### config.mk
export PLATFORM = sky130hd
export DESIGN_NAME = multi_slice_detector
export DESIGN_NICKNAME = d
export VERILOG_FILES = /design/src/rtl/multi_slice_detector.sv
export SDC_FILE = /design/constraint.sdc
export NUM_CORES = 1
export LEC_CHECK = 0
export BUFFER_PORTS_ARGS = -buffer_cell sky130_fd_sc_hd__buf_2
export CORE_MARGIN = 2
export CORE_UTILIZATION = 25
export CTS_CLUSTER_SIZE = 8
export DETAILED_ROUTE_END_ITERATION = 6
export GPL_ROUTABILITY_DRIVEN = 0
export PLACE_DENSITY = 0.42
export SLEW_MARGIN = 20
export SYNTH_ARGS = -nofsm -noshare
export SYNTH_HDL_FRONTEND = slang
export SYNTH_SLANG_ARGS = --single-unit
### constraint.sdc
create_clock -name clk -period 4.6 [get_ports clk]
set_input_delay 0.92 -clock clk [delete_from_list [all_inputs] [get_ports clk]]
set_output_delay 0.92 -clock clk [all_outputs]
set_load 0.01 [all_outputs]
### src/rtl/multi_slice_detector.sv
// Sequential hit-test engine: checks one latched cursor sample against NUM_OBJ
// square hit-boxes, one object per clock, and accumulates sticky per-object hits.
module multi_slice_detector #(
    parameter int NUM_OBJ = 4,
    parameter int W       = 10,
    parameter int HALF    = 16
) (
    input  logic                         clk,
    input  logic                         rst,
    input  logic [W-1:0]                 cur_x,
    input  logic [W-1:0]                 cur_y,
    input  logic                         sample,
    input  logic [NUM_OBJ*W-1:0]         obj_x,
    input  logic [NUM_OBJ*W-1:0]         obj_y,
    input  logic [NUM_OBJ-1:0]           obj_en,
    input  logic                         clear,
    output logic                         busy,
    output logic                         done,
    output logic [NUM_OBJ-1:0]           new_mask,
    output logic                         hit_any,
    output logic [$clog2(NUM_OBJ+1)-1:0] hit_count,
    output logic [NUM_OBJ-1:0]           hit_mask,
    output logic                         overrun
);
    localparam int IDX_W = (NUM_OBJ > 1) ? $clog2(NUM_OBJ) : 1;
    localparam int CNT_W = $clog2(NUM_OBJ + 1);
    localparam logic [W:0] HALF_E = (W+1)'(HALF);
    localparam logic [IDX_W-1:0] LAST_IDX = IDX_W'(NUM_OBJ - 1);

    typedef enum logic [1:0] {IDLE, SCAN, DONE} state_t;

    state_t             state_q, state_d;
    logic [IDX_W-1:0]   idx_q, idx_d;
    logic [W-1:0]       cx_q, cx_d, cy_q, cy_d;
    logic [NUM_OBJ-1:0] scan_mask_q, scan_mask_d;
    logic [NUM_OBJ-1:0] new_mask_q, new_mask_d;
    logic [NUM_OBJ-1:0] hit_mask_q, hit_mask_d;
    logic               hit_any_q, hit_any_d;
    logic [CNT_W-1:0]   hit_count_q, hit_count_d;
    logic               overrun_q, overrun_d;
    logic               done_q, done_d;

    logic [W-1:0] obj_x_arr [NUM_OBJ];
    logic [W-1:0] obj_y_arr [NUM_OBJ];

    generate
        for (genvar gi = 0; gi < NUM_OBJ; gi++) begin : g_unpack
            assign obj_x_arr[gi] = obj_x[gi*W +: W];
            assign obj_y_arr[gi] = obj_y[gi*W +: W];
        end
    endgenerate

    // Single comparator set, muxed onto the object under scan. The extra bit
    // lets hi run past 2^W-1 instead of wrapping.
    logic [W:0] x0_e, y0_e, lo_x, hi_x, lo_y, hi_y, cx_e, cy_e;
    logic       obj_hit;

    always_comb begin
        x0_e    = {1'b0, obj_x_arr[idx_q]};
        y0_e    = {1'b0, obj_y_arr[idx_q]};
        cx_e    = {1'b0, cx_q};
        cy_e    = {1'b0, cy_q};
        lo_x    = (x0_e < HALF_E) ? '0 : x0_e - HALF_E;
        hi_x    = x0_e + HALF_E;
        lo_y    = (y0_e < HALF_E) ? '0 : y0_e - HALF_E;
        hi_y    = y0_e + HALF_E;
        obj_hit = obj_en[idx_q] && (lo_x < cx_e) && (cx_e < hi_x)
                                && (lo_y < cy_e) && (cy_e < hi_y);
    end

    logic [NUM_OBJ-1:0] base;

    always_comb begin
        state_d     = state_q;
        idx_d       = idx_q;
        cx_d        = cx_q;
        cy_d        = cy_q;
        scan_mask_d = scan_mask_q;
        new_mask_d  = new_mask_q;
        hit_mask_d  = hit_mask_q;
        hit_any_d   = hit_any_q;
        hit_count_d = hit_count_q;
        done_d      = 1'b0;
        base        = clear ? '0 : hit_mask_q;

        case (state_q)
            IDLE: begin
                if (sample) begin
                    cx_d        = cur_x;
                    cy_d        = cur_y;
                    scan_mask_d = '0;
                    idx_d       = '0;
                    state_d     = SCAN;
                end
            end
            SCAN: begin
                if (obj_hit) scan_mask_d[idx_q] = 1'b1;
                if (idx_q == LAST_IDX) begin
                    idx_d   = '0;
                    state_d = DONE;
                end else begin
                    idx_d = idx_q + 1'b1;
                end
            end
            DONE: begin
                new_mask_d = scan_mask_q & ~base;
                hit_mask_d = base | scan_mask_q;
                hit_any_d  = |new_mask_d;
                done_d     = 1'b1;
                state_d    = IDLE;
            end
            default: state_d = IDLE;
        endcase

        if (clear && state_q != DONE) hit_mask_d = '0;

        if (state_q == DONE) begin
            hit_count_d = '0;
            for (int i = 0; i < NUM_OBJ; i++)
                hit_count_d = hit_count_d + CNT_W'(new_mask_d[i]);
        end

        // clear beats a simultaneous overrunning sample
        if (clear)
            overrun_d = 1'b0;
        else if (sample && state_q != IDLE)
            overrun_d = 1'b1;
        else
            overrun_d = overrun_q;
    end

    always_ff @(posedge clk or posedge rst) begin
        if (rst) begin
            state_q     <= IDLE;
            idx_q       <= '0;
            cx_q        <= '0;
            cy_q        <= '0;
            scan_mask_q <= '0;
            new_mask_q  <= '0;
            hit_mask_q  <= '0;
            hit_any_q   <= 1'b0;
            hit_count_q <= '0;
            overrun_q   <= 1'b0;
            done_q      <= 1'b0;
        end else begin
            state_q     <= state_d;
            idx_q       <= idx_d;
            cx_q        <= cx_d;
            cy_q        <= cy_d;
            scan_mask_q <= scan_mask_d;
            new_mask_q  <= new_mask_d;
            hit_mask_q  <= hit_mask_d;
            hit_any_q   <= hit_any_d;
            hit_count_q <= hit_count_d;
            overrun_q   <= overrun_d;
            done_q      <= done_d;
        end
    end

    assign busy      = (state_q != IDLE);
    assign done      = done_q;
    assign new_mask  = new_mask_q;
    assign hit_any   = hit_any_q;
    assign hit_count = hit_count_q;
    assign hit_mask  = hit_mask_q;
    assign overrun   = overrun_q;

endmodule

==> implementation parameters <==
Parameter                              Value

Status
  Status ... complete, no violations

Clock tree
  Hold-fix buffers at CTS ... 0
  # resized after CTS ... 0
  Worst-path clk slew ... 0.07 ns
  Root buffer cell ... sky130_fd_sc_hd__clkbuf_16
  CTS Buf Count ... 5
  # H-tree levels ... 2
  Later-pin clock latency in the skew report ... 0.29 ns
  Clock sink count ... between 40 and 50
  Max Buffers Root-to-Sink ... 2
  CTS tree ... built
  Setup fix buffers added after clock tree synthesis ... 0

Timing
  Setup skew after layout ... 0.007800 ns
  Hold Fails Final Rpt ... 0
  Total count of max-transition violations in the final report ... 0
  Number of setup violations in the final report ... 0
  Setup repair after global routing missed its margin ... false
  Final worst path period share ... 0.8733
  Time the final worst path needs with I/O delays and setup ... 4.017 ns
  Transition time at the pin with the least slew margin ... ~0.8 ns
  Remaining max-slew budget at the tightest pin ... 0.4545
  Maximum frequency from static timing analysis ... 0.2489 GHz
  Fin Setup TNS ... 0 ns

Layout
  Total non-filler cell area in the finished layout ... around 4600 um2
  Footprint of the multi-input gates ... 2342 um2
  Final net count ... between 600 and 700
  Number of antenna diodes ... 0
  Total of fill cells in the finished design ... 1,521
  Flip-flop and latch area ... 1052 um2
  Relative area change from synthesis to final layout ... 26.73%
  Fraction of final layout cells with drive strength greater than 1 ... 0.3158

Synth
  Total standard cell area after synthesis ... 3637 um2
  Ranking of synthesized cells by area ... sky130_fd_sc_hd__dfrtp_1, sky130_fd_sc_hd__ha_1, sky130_fd_sc_hd__mux4_2, sky130_fd_sc_hd__nand2_1, sky130_fd_sc_hd__inv_1
  FFs w/ async S/R, synth ... 1.000
  Average cell area after synthesis ... between 9 and 10 um2
  Most used standard cell by instance count after synthesis ... sky130_fd_sc_hd__nand2_1
  Nets in the synthesized netlist ... 545
  Number of enable flip-flop cells after synthesis ... 0
  Portion of the post-synthesis area used by sequential elements ... 0.2890
  Register bit count reported by yosys ... 42
  Share of the synthesized area in the top cell type ... 0.2890
  Synth unique cells ... roughly 50
  Biggest area consumer among synthesized cells ... sky130_fd_sc_hd__dfrtp_1
  Total number of yosys warnings ... 0
  Cell types with the highest counts after synthesis ... sky130_fd_sc_hd__nand2_1, sky130_fd_sc_hd__inv_1, sky130_fd_sc_hd__ha_1
  Instance count of the mapped netlist ... 390
  Most instantiated flip-flop cell in the synthesis netlist ... sky130_fd_sc_hd__dfrtp_1

Floorplanning
  Area of the core ... 14,370 um2
  Area of the die ... 15,530 um2
  Die Y-Extent ... 124.6 um
  DIE WIDTH ... around 120 um
  Initial standard-cell utilization of the core ... 0.2531
  Row Count ... 44
  I/O pin cnt ... 123

Pwr
  Static leakage ... 2.370 nW
  Pwr per Cell Area ... about 660 nW/um2
  Max VDD drop ... 0.0002091 V

GRT
  Global-route wire length before repair ... 17,050 um
  Global Route met3 Usage ... 0.02105
  Total global routing track utilization ... 0.1355
  M2 GR Usage ... 0.2189
  Met1 routing resource usage after global routing ... 0.1875
  Maximum number of pins on one net before global-route repair ... 43
  Most used routing layer ... met2
  Overflow left after global routing ... 0
  Number of global-route vias before repair ... 3,440
  Antenna violations before repair ... 0

Placement
  Number of I/O port buffers ... 122
  Final HPWL from detailed placement ... ~8500 um
  Cell area reported after detailed placement ... 4461 um2

Setup path
  WS Path Type ... flop to flop
  Setup crit end kind ... flop
  Master of the slowest instance on the critical path ... sky130_fd_sc_hd__dfrtp_2
  Data arrival time of the critical path ... 4.25 ns
  Worst path buffer plus inverter count ... 1
  WP data required ... 4.83 ns
  Startpoint of the most critical setup path ... idx_q[0]
  CP Cell Sequence ... buf_4, mux4_2, nor2_1, nand2_1, nor2_1, nor2_1, ha_1, a21o_1, a21o_1, a21oi_1, a2bb2oi_1, o211ai_1, nor4_4, a22o_1
  Startpoint type of the worst setup path ... flop
  Largest delay share family, worst path ... compound AO/OA/AOI/OAI gates
  Crit-path max FO ... 17
  Largest stage delay on the critical path ... 0.71 ns
  Worst reg2reg startpoint ... idx_q[0]
  Most numerous cell on the critical path ... sky130_fd_sc_hd__nor2_1

Routing
  Number of vias per cell after detailed routing ... 4.709
  Number of remaining DRC errors ... 0
  Post-route antenna net violation count ... 0
  Post-DR wirelength/cell ... between 10 and 15 um
  Detailed Route WL ... 10,240 um
  Count of routing violations after the opening detailed-route iteration ... 77
  Number of detailed-route iterations in the first pass ... 4
  Total vias in the final route ... 3,282

Flow run
  Total of max-cap violations ... 0

Hold path
  Launch instance of the worst min-delay path ... hit_count[0]
  Tightest Hold Check Type ... flop to flop
==> worst min-delay path: cells and delay by family (launching register included) <==
family           cells  cell delay, ns
and+or+nand+nor      2            0.10
DFF                  1            0.34
==> kinds of logic (layout without fill, tap and decap cells) <==
family | count (synthesis) | in the layout | synth area share
compound gates | 78 | 78 | 0.1465
xor+xnor | 12 | 12 | 0.02890
fa+ha+maj | 47 | 47 | 0.1637
buf+inv | 61 | 184 | 0.06708
flops | 42 | 42 | 0.2890
mux | 30 | 30 | 0.1517
simple gates | 120 | 120 | 0.1531
==> cells in the final DEF (no fill, tap or decap), types with 2 or more instances in the layout <==
cell type                    synthesis  layout
sky130_fd_sc_hd__o21a_1              3       3
sky130_fd_sc_hd__or2_1               2       2
sky130_fd_sc_hd__xnor2_1             6       6
sky130_fd_sc_hd__a2bb2oi_1           2       2
sky130_fd_sc_hd__nand2_1            54      54
sky130_fd_sc_hd__and3_1              2       2
sky130_fd_sc_hd__nor4_4              2       2
sky130_fd_sc_hd__nand2b_1            5       5
sky130_fd_sc_hd__nand3_1             8       8
sky130_fd_sc_hd__a21o_1             14      14
sky130_fd_sc_hd__inv_1              47      46
sky130_fd_sc_hd__a22o_1              6       6
sky130_fd_sc_hd__mux2i_1             9       9
sky130_fd_sc_hd__o31ai_1             2       2
sky130_fd_sc_hd__xor2_1              6       6
sky130_fd_sc_hd__o21ai_0            24      24
sky130_fd_sc_hd__o22ai_1             2       2
sky130_fd_sc_hd__ha_1               46      46
sky130_fd_sc_hd__mux4_2             20      20
sky130_fd_sc_hd__nor2_1             33      33
sky130_fd_sc_hd__clkbuf_16           0       5
sky130_fd_sc_hd__clkinv_1            1       2
sky130_fd_sc_hd__nand4_1             7       7
sky130_fd_sc_hd__a21oi_1             8       8
sky130_fd_sc_hd__o211ai_1            2       2
sky130_fd_sc_hd__a22oi_1             2       2
sky130_fd_sc_hd__a31oi_1             3       3
sky130_fd_sc_hd__buf_2               3     122
sky130_fd_sc_hd__buf_4               1       6
sky130_fd_sc_hd__clkinvlp_4          0       2
sky130_fd_sc_hd__dfrtp_1            42      41
sky130_fd_sc_hd__and2_1              3       3
==> stage by stage <==
step / hold slack (ns) / utilization / power (mW) / setup slack, ns / cells
floorplan: 0.4635 / - / 2.185 / 0.7695 / 390
global placement: 0.4546 / 0.3104 / 2.714 / 0.5942 / 689
detailed placement: 0.4589 / 0.3104 / 2.719 / 0.5164 / 689
CTS: 0.4767 / 0.3208 / 3.116 / 0.5752 / 697
global route: 0.4924 / 0.3208 / 3.406 / 0.2068 / 697
finish: 0.4680 / 0.3208 / 3.063 / 0.5827 / 697
==> layout make-up <==
class	instances	share of cell area
clock buffer	5	0.02714
clock inverter	3	0.005157
inverter	48	0.03909
multi-input combinational	287	0.5081
sequential	42	0.2283
tap	184	0.04995
timing repair buffer	128	0.1422
==> flip-flops by register name, summed over array words and instances, names as in the netlist, 2 cells and up <==
signal       count
scan_mask_q      4
idx_q            2
new_mask         4
hit_mask         4
cx_q            10
hit_count        3
state_q          2
cy_q            10
==> path summary, 6_finish.rpt <==
check	end	cells past startpoint	slack [ns]
max	scan_mask_q[1]	14	0.58
min	hit_count[0]	2	0.47
max reg2reg	scan_mask_q[1]	14	0.58
min reg2reg	hit_count[0]	2	0.47
max in group asynchronous	idx_q[0]	3	3.39
min in group asynchronous	cy_q[3]	3	0.76
==> power breakdown <==
group	internal [mW]	switching, mW	total [mW]
Combinational	0.936	1.07	2.01
Sequential	0.521	0.168	0.689
Clock	0.203	0.164	0.367
==> per-layer routing <==
metal / routed length, um / share of wire
met3: 526 / 0.051
met2: 4609 / 0.45
met5: 0 / 0
met1: 4966 / 0.48
met4: 139 / 0.014
Note: power is estimated with default switching activity, not from simulation.
